<file path="src/rtl/imem_pkg.sv">
// Shared definitions for the loadable instruction memory.
//   NOP_WORD     : word returned on a faulting fetch and after reset (addi x0,x0,0)
//   imem_state_e : LOAD / RUN phase encoding
//   word_addr_ok : aligned, fully in-range word check used by both load and fetch paths
package imem_pkg;

  localparam logic [31:0] NOP_WORD = 32'h0000_0013;

  typedef enum logic {
    ST_LOAD = 1'b0,
    ST_RUN  = 1'b1
  } imem_state_e;

  // True when a 4-byte word at addr lies entirely inside a store of depth_bytes.
  // Addresses are zero-extended to 64 bits, so any set upper bit fails the
  // compare and nothing ever wraps. depth_bytes >= 8, so the subtraction is safe.
  function automatic logic word_addr_ok(input logic [63:0] addr,
                                        input logic [63:0] depth_bytes);
    return (addr[1:0] == 2'b00) && (addr <= depth_bytes - 64'd4);
  endfunction

endpackage

</file>
<file path="src/rtl/imem_byte_array.sv">
// Byte-organised program store.
//   clk   : write clock
//   we    : write one 32-bit word at word index waddr
//   waddr : word index of the write
//   wdata : write data, bits [7:0] land at the lowest byte address
//   raddr : word index of the asynchronous read
//   rdata : little-endian word read at raddr
// Contents are deliberately not reset so a program survives a core reset.
module imem_byte_array #(
  parameter int unsigned DEPTH_BYTES = 256,
  localparam int unsigned WORD_W     = $clog2(DEPTH_BYTES) - 2
) (
  input  logic              clk,
  input  logic              we,
  input  logic [WORD_W-1:0] waddr,
  input  logic [31:0]       wdata,
  input  logic [WORD_W-1:0] raddr,
  output logic [31:0]       rdata
);

  logic [7:0] mem [DEPTH_BYTES];

  always_ff @(posedge clk) begin
    if (we) begin
      mem[{waddr, 2'd0}] <= wdata[7:0];
      mem[{waddr, 2'd1}] <= wdata[15:8];
      mem[{waddr, 2'd2}] <= wdata[23:16];
      mem[{waddr, 2'd3}] <= wdata[31:24];
    end
  end

  always_comb begin
    rdata = {mem[{raddr, 2'd3}], mem[{raddr, 2'd2}], mem[{raddr, 2'd1}], mem[{raddr, 2'd0}]};
  end

endmodule

</file>
<file path="src/rtl/imem_loadable.sv">
// Loadable instruction memory for the RISC-V datapath.
// The store is written word-by-word in the LOAD phase; load_done switches to the
// RUN phase, where registered 1-cycle fetches are served with stall support and
// misaligned / out-of-range fetches are flagged instead of returning garbage.
// Ports:
//   clk, reset            : clock, synchronous active-high reset
//   load_en/addr/data     : word write (LOAD only)
//   load_done             : pulse, LOAD -> RUN
//   fetch_req/addr/stall  : fetch request (RUN only), stall freezes fetch outputs
//   instruction           : registered fetched word
//   fetch_valid/fault     : response valid / response faulted
//   load_err              : sticky, a load write was dropped
//   run_mode              : 1 in RUN
//   load_count            : accepted load writes, saturating at DEPTH_BYTES/4
// ADDR_W must not exceed 64.
module imem_loadable #(
  parameter int unsigned ADDR_W      = 64,
  parameter int unsigned DEPTH_BYTES = 256,
  parameter logic [31:0] NOP_WORD    = imem_pkg::NOP_WORD,
  localparam int unsigned CNT_W      = $clog2(DEPTH_BYTES / 4) + 1
) (
  input  logic              clk,
  input  logic              reset,
  input  logic              load_en,
  input  logic [ADDR_W-1:0] load_addr,
  input  logic [31:0]       load_data,
  input  logic              load_done,
  input  logic              fetch_req,
  input  logic [ADDR_W-1:0] fetch_addr,
  input  logic              fetch_stall,
  output logic [31:0]       instruction,
  output logic              fetch_valid,
  output logic              fetch_fault,
  output logic              load_err,
  output logic              run_mode,
  output logic [CNT_W-1:0]  load_count
);

  import imem_pkg::*;

  localparam int unsigned IDX_W     = $clog2(DEPTH_BYTES);
  localparam logic [63:0] DEPTH64   = 64'(DEPTH_BYTES);
  localparam logic [CNT_W-1:0] CNT_MAX = CNT_W'(DEPTH_BYTES / 4);

  imem_state_e state_q, state_d;

  logic [31:0]      instr_q, instr_d;
  logic             valid_q, valid_d;
  logic             fault_q, fault_d;
  logic             load_err_q, load_err_d;
  logic [CNT_W-1:0] load_count_q, load_count_d;

  logic [63:0] load_addr_ext, fetch_addr_ext;
  logic        load_ok, fetch_ok, mem_we, fetch_accept;
  logic [31:0] mem_rdata;

  imem_byte_array #(
    .DEPTH_BYTES(DEPTH_BYTES)
  ) u_byte_array (
    .clk  (clk),
    .we   (mem_we),
    .waddr(load_addr[IDX_W-1:2]),
    .wdata(load_data),
    .raddr(fetch_addr[IDX_W-1:2]),
    .rdata(mem_rdata)
  );

  // Zero-extend so the range check sees every upper address bit.
  always_comb begin
    load_addr_ext                 = '0;
    load_addr_ext[ADDR_W-1:0]     = load_addr;
    fetch_addr_ext                = '0;
    fetch_addr_ext[ADDR_W-1:0]    = fetch_addr;
  end

  // FSM: state register
  always_ff @(posedge clk) begin
    if (reset) begin
      state_q <= ST_LOAD;
    end else begin
      state_q <= state_d;
    end
  end

  // FSM: next state. RUN is left only through reset.
  always_comb begin
    state_d = state_q;
    unique case (state_q)
      ST_LOAD: if (load_done) state_d = ST_RUN;
      ST_RUN:  state_d = ST_RUN;
    endcase
  end

  // FSM: outputs
  always_comb begin
    run_mode = (state_q == ST_RUN);
  end

  // Load path and fetch response next-state.
  always_comb begin
    load_ok  = word_addr_ok(load_addr_ext, DEPTH64);
    fetch_ok = word_addr_ok(fetch_addr_ext, DEPTH64);

    mem_we     = load_en && load_ok && (state_q == ST_LOAD);
    load_err_d = load_err_q | (load_en & ~mem_we);

    load_count_d = load_count_q;
    if (mem_we && (load_count_q != CNT_MAX)) begin
      load_count_d = load_count_q + CNT_W'(1);
    end

    fetch_accept = (state_q == ST_RUN) && fetch_req && !fetch_stall;

    instr_d = instr_q;
    valid_d = valid_q;
    fault_d = fault_q;
    if (!fetch_stall) begin
      valid_d = fetch_accept;
      fault_d = fetch_accept && !fetch_ok;
      if (fetch_accept) begin
        instr_d = fetch_ok ? mem_rdata : NOP_WORD;
      end
    end
  end

  always_ff @(posedge clk) begin
    if (reset) begin
      instr_q      <= NOP_WORD;
      valid_q      <= 1'b0;
      fault_q      <= 1'b0;
      load_err_q   <= 1'b0;
      load_count_q <= '0;
    end else begin
      instr_q      <= instr_d;
      valid_q      <= valid_d;
      fault_q      <= fault_d;
      load_err_q   <= load_err_d;
      load_count_q <= load_count_d;
    end
  end

  assign instruction = instr_q;
  assign fetch_valid = valid_q;
  assign fetch_fault = fault_q;
  assign load_err    = load_err_q;
  assign load_count  = load_count_q;

endmodule

</file>
<file path="config.mk">
export PLATFORM = sky130hd
export DESIGN_NAME = imem_loadable
export DESIGN_NICKNAME = d
export VERILOG_FILES = /design/src/rtl/imem_pkg.sv /design/src/rtl/imem_byte_array.sv /design/src/rtl/imem_loadable.sv
export SDC_FILE = /design/constraint.sdc
export NUM_CORES = 2
export LEC_CHECK = 0
export CORE_UTILIZATION = 45
export DETAILED_ROUTE_END_ITERATION = 12
export PLACE_DENSITY_LB_ADDON = 0.15
export SLEW_MARGIN = 10
export SYNTH_ARGS = -nofsm -noshare
export SYNTH_HDL_FRONTEND = slang
export SYNTH_SLANG_ARGS = --single-unit
</file>
<file path="constraint.sdc">
create_clock -name clk -period 4.55 [get_ports clk]
set_input_delay 0.6825 -clock clk [delete_from_list [all_inputs] [get_ports clk]]
set_output_delay 0.6825 -clock clk [all_outputs]
set_load 0.05 [all_outputs]
</file>
## After elaboration in Yosys (flattened, before gate mapping)

Memories as Yosys holds them, arrays and structs flattened.
Index checks and enable logic that the tools add are counted.

| word-level totals | value |
|---|---|
| register bits | 43 |
| memory bits (writable) | 2048 |
| input port bits | 166 |
| memories | 1 |

Memory list:

| name | depth | width | rd ports | clocked after memory_dff | write ports | RTL line | RTL |
|---|---|---|---|---|---|---|---|
| u_byte_array.mem | 256 | 8 | 4 | 0 | 4 | imem_byte_array.sv:21 | `logic [7:0] mem [DEPTH_BYTES];` |

| cells by class | value |
|---|---|
| add/subtract/negate cells | 1 |
| magnitude comparators | 2 |
| equality and inequality tests | 1 |
| multiplexer cells | 5 |
| bitwise logic cells | 5 |
| reduce and logical (&&, ||, !) cells | 13 |

Operators with widths:

| kind | number |
|---|---|
| 64-bit by 8-bit <= comparator with 1-bit output, second input constant | 2 |
| 32-bit 2-to-1 mux | 1 |
| 1-bit logical AND | 8 |
| 7-bit by 1-bit adder with 7-bit output, second input constant | 1 |
| 7-bit inequality test, second input constant | 1 |
| 2-bit zero test | 2 |
| 1-bit 2-to-1 mux | 3 |
| 1-bit inverter | 3 |
| 1-bit zero test | 2 |
| 1-bit one-hot mux with 2 select lines | 1 |
| 2-bit AND reduction | 1 |
| 1-bit AND | 1 |
| 1-bit OR | 1 |

## Longest topological paths before layout

| depth | value |
|---|---|
| depth after elaboration | 7 |
| gate-level depth with buffers | 10 |
| gate-level depth less buffers | 5 |

## Cells and area by module

Synthesis repeated with hierarchy kept, for this count alone.

| unflattened totals | value |
|---|---|
| cell total of the unflattened synthesis | 3549 |
| area total of the unflattened synthesis | 79825.3 µm² |

By module, submodules not included:

| module | instances | cells each | area an instance (µm²) | sequential area each (µm²) |
|---|---|---|---|---|
| imem_byte_array | 1 | 3292 | 77874.7 | 61499.0 |
| imem_loadable | 1 | 257 | 1950.6 | 860.8 |

## Least setup slack after synthesis

No wires, ideal clock.

| timing path | value |
|---|---|
| kind | input -> register |
| from | input port load_addr[35] |
| to | memory u_byte_array.mem[244][0], in the netlist u_byte_array.mem[61][0], enable pin |
| library setup time | 421 ps |
| arrival | 3542 ps |
| slack | 587 ps |
| cell stages on the path | 6 |
| buffers on the path | 1 |
| cells stage by stage | nor4b_1 nand4_1 nor4_4 buf_2 nand4b_1 nor2_1 |

RTL lines:

| item | RTL line | RTL |
|---|---|---|
| start, declared | imem_loadable.sv:25 | `input logic [ADDR_W-1:0] load_addr,` |
| end, declared | imem_byte_array.sv:21 |  |

==> results.ini <==
[run_status]
outcome = finished, final reports clean

[clock_network]
post-cts-setup-buffers = 0
ctsLongestPathBuffers = 3
clock_latency_ns = 0.85
clock_sinks = 2091
cts_tree = yes
numCtsBuffers = 208
ctsRootBufferMaster = clkbuf_16
htree_levels = 4
path_clk_slew_ns = 0.06

[detailed_routing]
drc = 0
via_count = 41000
drt-total-wl_um = 237000
wl_per_cell_um = 35.4
dr.pass1.iters = 6
viasPerCell = 6.13
final_antenna_net_count = 0
dr.first_iter.drc_count = 5190

[yosys]
ys_dominant_reg_cell = edfxtp_1
syn_nets = 3847
avgSynthCellArea_um2 = 21.8
synthTopCellsByArea = edfxtp_1 77%, mux4_2 13%, mux2i_1 2.6%
synth_edf_count = 2048
yosysSeqAreaShare = 0.776
async_reset_ff_frac = 0
ys_ff_latch = 2091
synth_cells = 3679
yosys.area.top_type = edfxtp_1
ys_warn_count = 0
synth_cell_types = 77
synth_top_area_frac = 0.766
netlist_area_um2 = 80300

[timing]
max-slew-margin-rel = 0.293
hold_viol = 0
fmax_ghz = 0.292
min_period_ns = 3.43
rsz0062_at_grt = no
post-route-period-util = 0.753
setup_tns_ns = 0
skew_ns = 0.0329
setup_viol = 0
drv_slew = 0
holdWs_ns = 0.0675
tightest_slew_ns = 1.06
layout_setup_ws_ns = 1.12

[global_route]
grt_max_degree = 71
grt_pass1_vias = 40300
grt_pass1_wl_um = 327000
grt_antenna_before_repair = 16
gr-usage-all-layers = 0.264
overflow = 0

[floorplanning]
ios = 209
fp.dieH_um = 425
die_w_um = 425
start_util = 0.455
fp.coreArea_um2 = 177000
num_rows = 154
die_area_um2 = 180000

[placement]
hpwl_um = 148000
gp_congestion = 0.901
place_ws_ns = 0.337
dp.cells = 6297
portBuffers = 208

[final_layout]
num-nets-final = 4336
fin_util = 0.531
drive_above_1_share = 0.262
fin_cells = 6685
fillers = 13600
synthToLayoutAreaGrowth_pct = 16.9
layout_commonest_cell = edfxtp_1
most-common-layout-cells = 2048 x edfxtp_1, 448 x mux4_2, 233 x buf_4

[power]
powerDensity_nw_per_um2 = 423
p_leak_uw = 0.0297
peakVddDrop_uv = 421

[critical_path]
crit_fanout = 23
startpoint_type = input port
critPathKind = input port to flop
end_kind = flop
cp.arrival_ns = 3.92
worstPathRequired_ns = 5.04

[hold_path]
hold_path.class = input port to flop

[flow_run]
cap_violations = 0

-- per-layer routing --
layer  up-vias  wire length [um]  track usage
met2      1922            113000        0.415
li1      16600                 -            -
met1     22100             97900        0.372
met5         -                30            0
met3       342             17700       0.0491
met4         4              8710       0.0906
-- cell type report --
class | count | area, um^2 | share of cell area
antenna | 9 | 22.5 | 0.000240
timing repair buffer | 476 | 4830 | 0.0514
sequential | 2091 | 62400 | 0.664
inverter | 8 | 30.0 | 0.000320
clock buffer | 250 | 5430 | 0.0578
clock inverter | 128 | 1020 | 0.0109
tap | 2340 | 2930 | 0.0312
multi-input combinational | 1383 | 17300 | 0.184
-- through the flow --
step / instance area [um^2] / total power (uW)
2_1_floorplan: 80300 / 22500
3_3_place_gp: 87400 / 23700
3_5_place_dp: 87400 / 23700
4_1_cts: 93900 / 40000
5_1_grt: 93900 / 40800
6_report: 93900 / 39700
-- cell usage after synthesis (8+ instances only) --
master / n
a211oi_1: 11
a21oi_1: 40
a22o_1: 36
a22oi_1: 74
a31oi_1: 13
buf_2: 69
buf_4: 44
buf_6: 15
clkbuf_1: 55
dfxtp_1: 43
edfxtp_1: 2048
mux2_2: 8
mux2i_1: 212
mux4_2: 448
nand2_1: 68
nand2b_1: 8
nand3_1: 53
nand3b_1: 9
nand4_1: 20
nor2_1: 113
nor2b_1: 20
nor4_1: 35
o211ai_1: 11
o21ai_0: 37
o22ai_1: 47
-- state kept, by name, summed over array words and instances (netlist names) --
signal / cells
instruction: 32
load_count: 7
run_mode: 1
load_err: 1
u_byte_array.mem: 2048
fetch_valid: 1
fetch_fault: 1
-- timing repair --
action / 4_1_cts / 5_1_grt
endpoints found under the hold margin: 1 / 0
gates resized for setup: 0 / 0
hold buffers: 1 / 0
-- cell families (layout without fill, tap and decap cells) --
group | after synthesis | count (layout) | share of synthesized area
flip-flops | 2091 | 2091 | 0.776
multiplexers | 672 | 672 | 0.154
AND/OR/NAND/NOR | 383 | 383 | 0.0249
AO/OA/AOI/OAI | 326 | 326 | 0.0289
buffers and inverters | 205 | 862 | 0.0151
adder cells (fa/ha/maj) | 2 | 2 | 0.000311
other | 0 | 9 | 0
-- critical path, stage by stage --
cell             delay (ns)
clkdlybuf4s50_1        0.51
nor4_1                 0.49
nand4_1                0.27
nor4_4                 0.85
nand4_1                0.22
buf_4                  0.31
nor2_4                 0.15
buf_4                  0.41
-- power breakdown --
| part | leakage (uW) | internal [uW] | switching, uW |
|---|---|---|---|
| clock network | 0.00317 | 9250 | 7180 |
| registers | 0.0187 | 21100 | 2.62 |
| logic | 0.00779 | 756 | 1390 |
| total | 0.0297 | 31100 | 8570 |
-- worst paths after layout --
check | slack (ns) | end | start | cells after the start
min reg2reg | 0.45 | load_err | load_err | 2
max | 1.12 | u_byte_array.mem[15][18] | load_addr[41] | 8
max reg2reg | 1.27 | u_byte_array.mem[15][18] | run_mode | 7
min | 0.07 | u_byte_array.mem[3][21] | load_data[21] | 1
(Power assumes the default switching activity.)
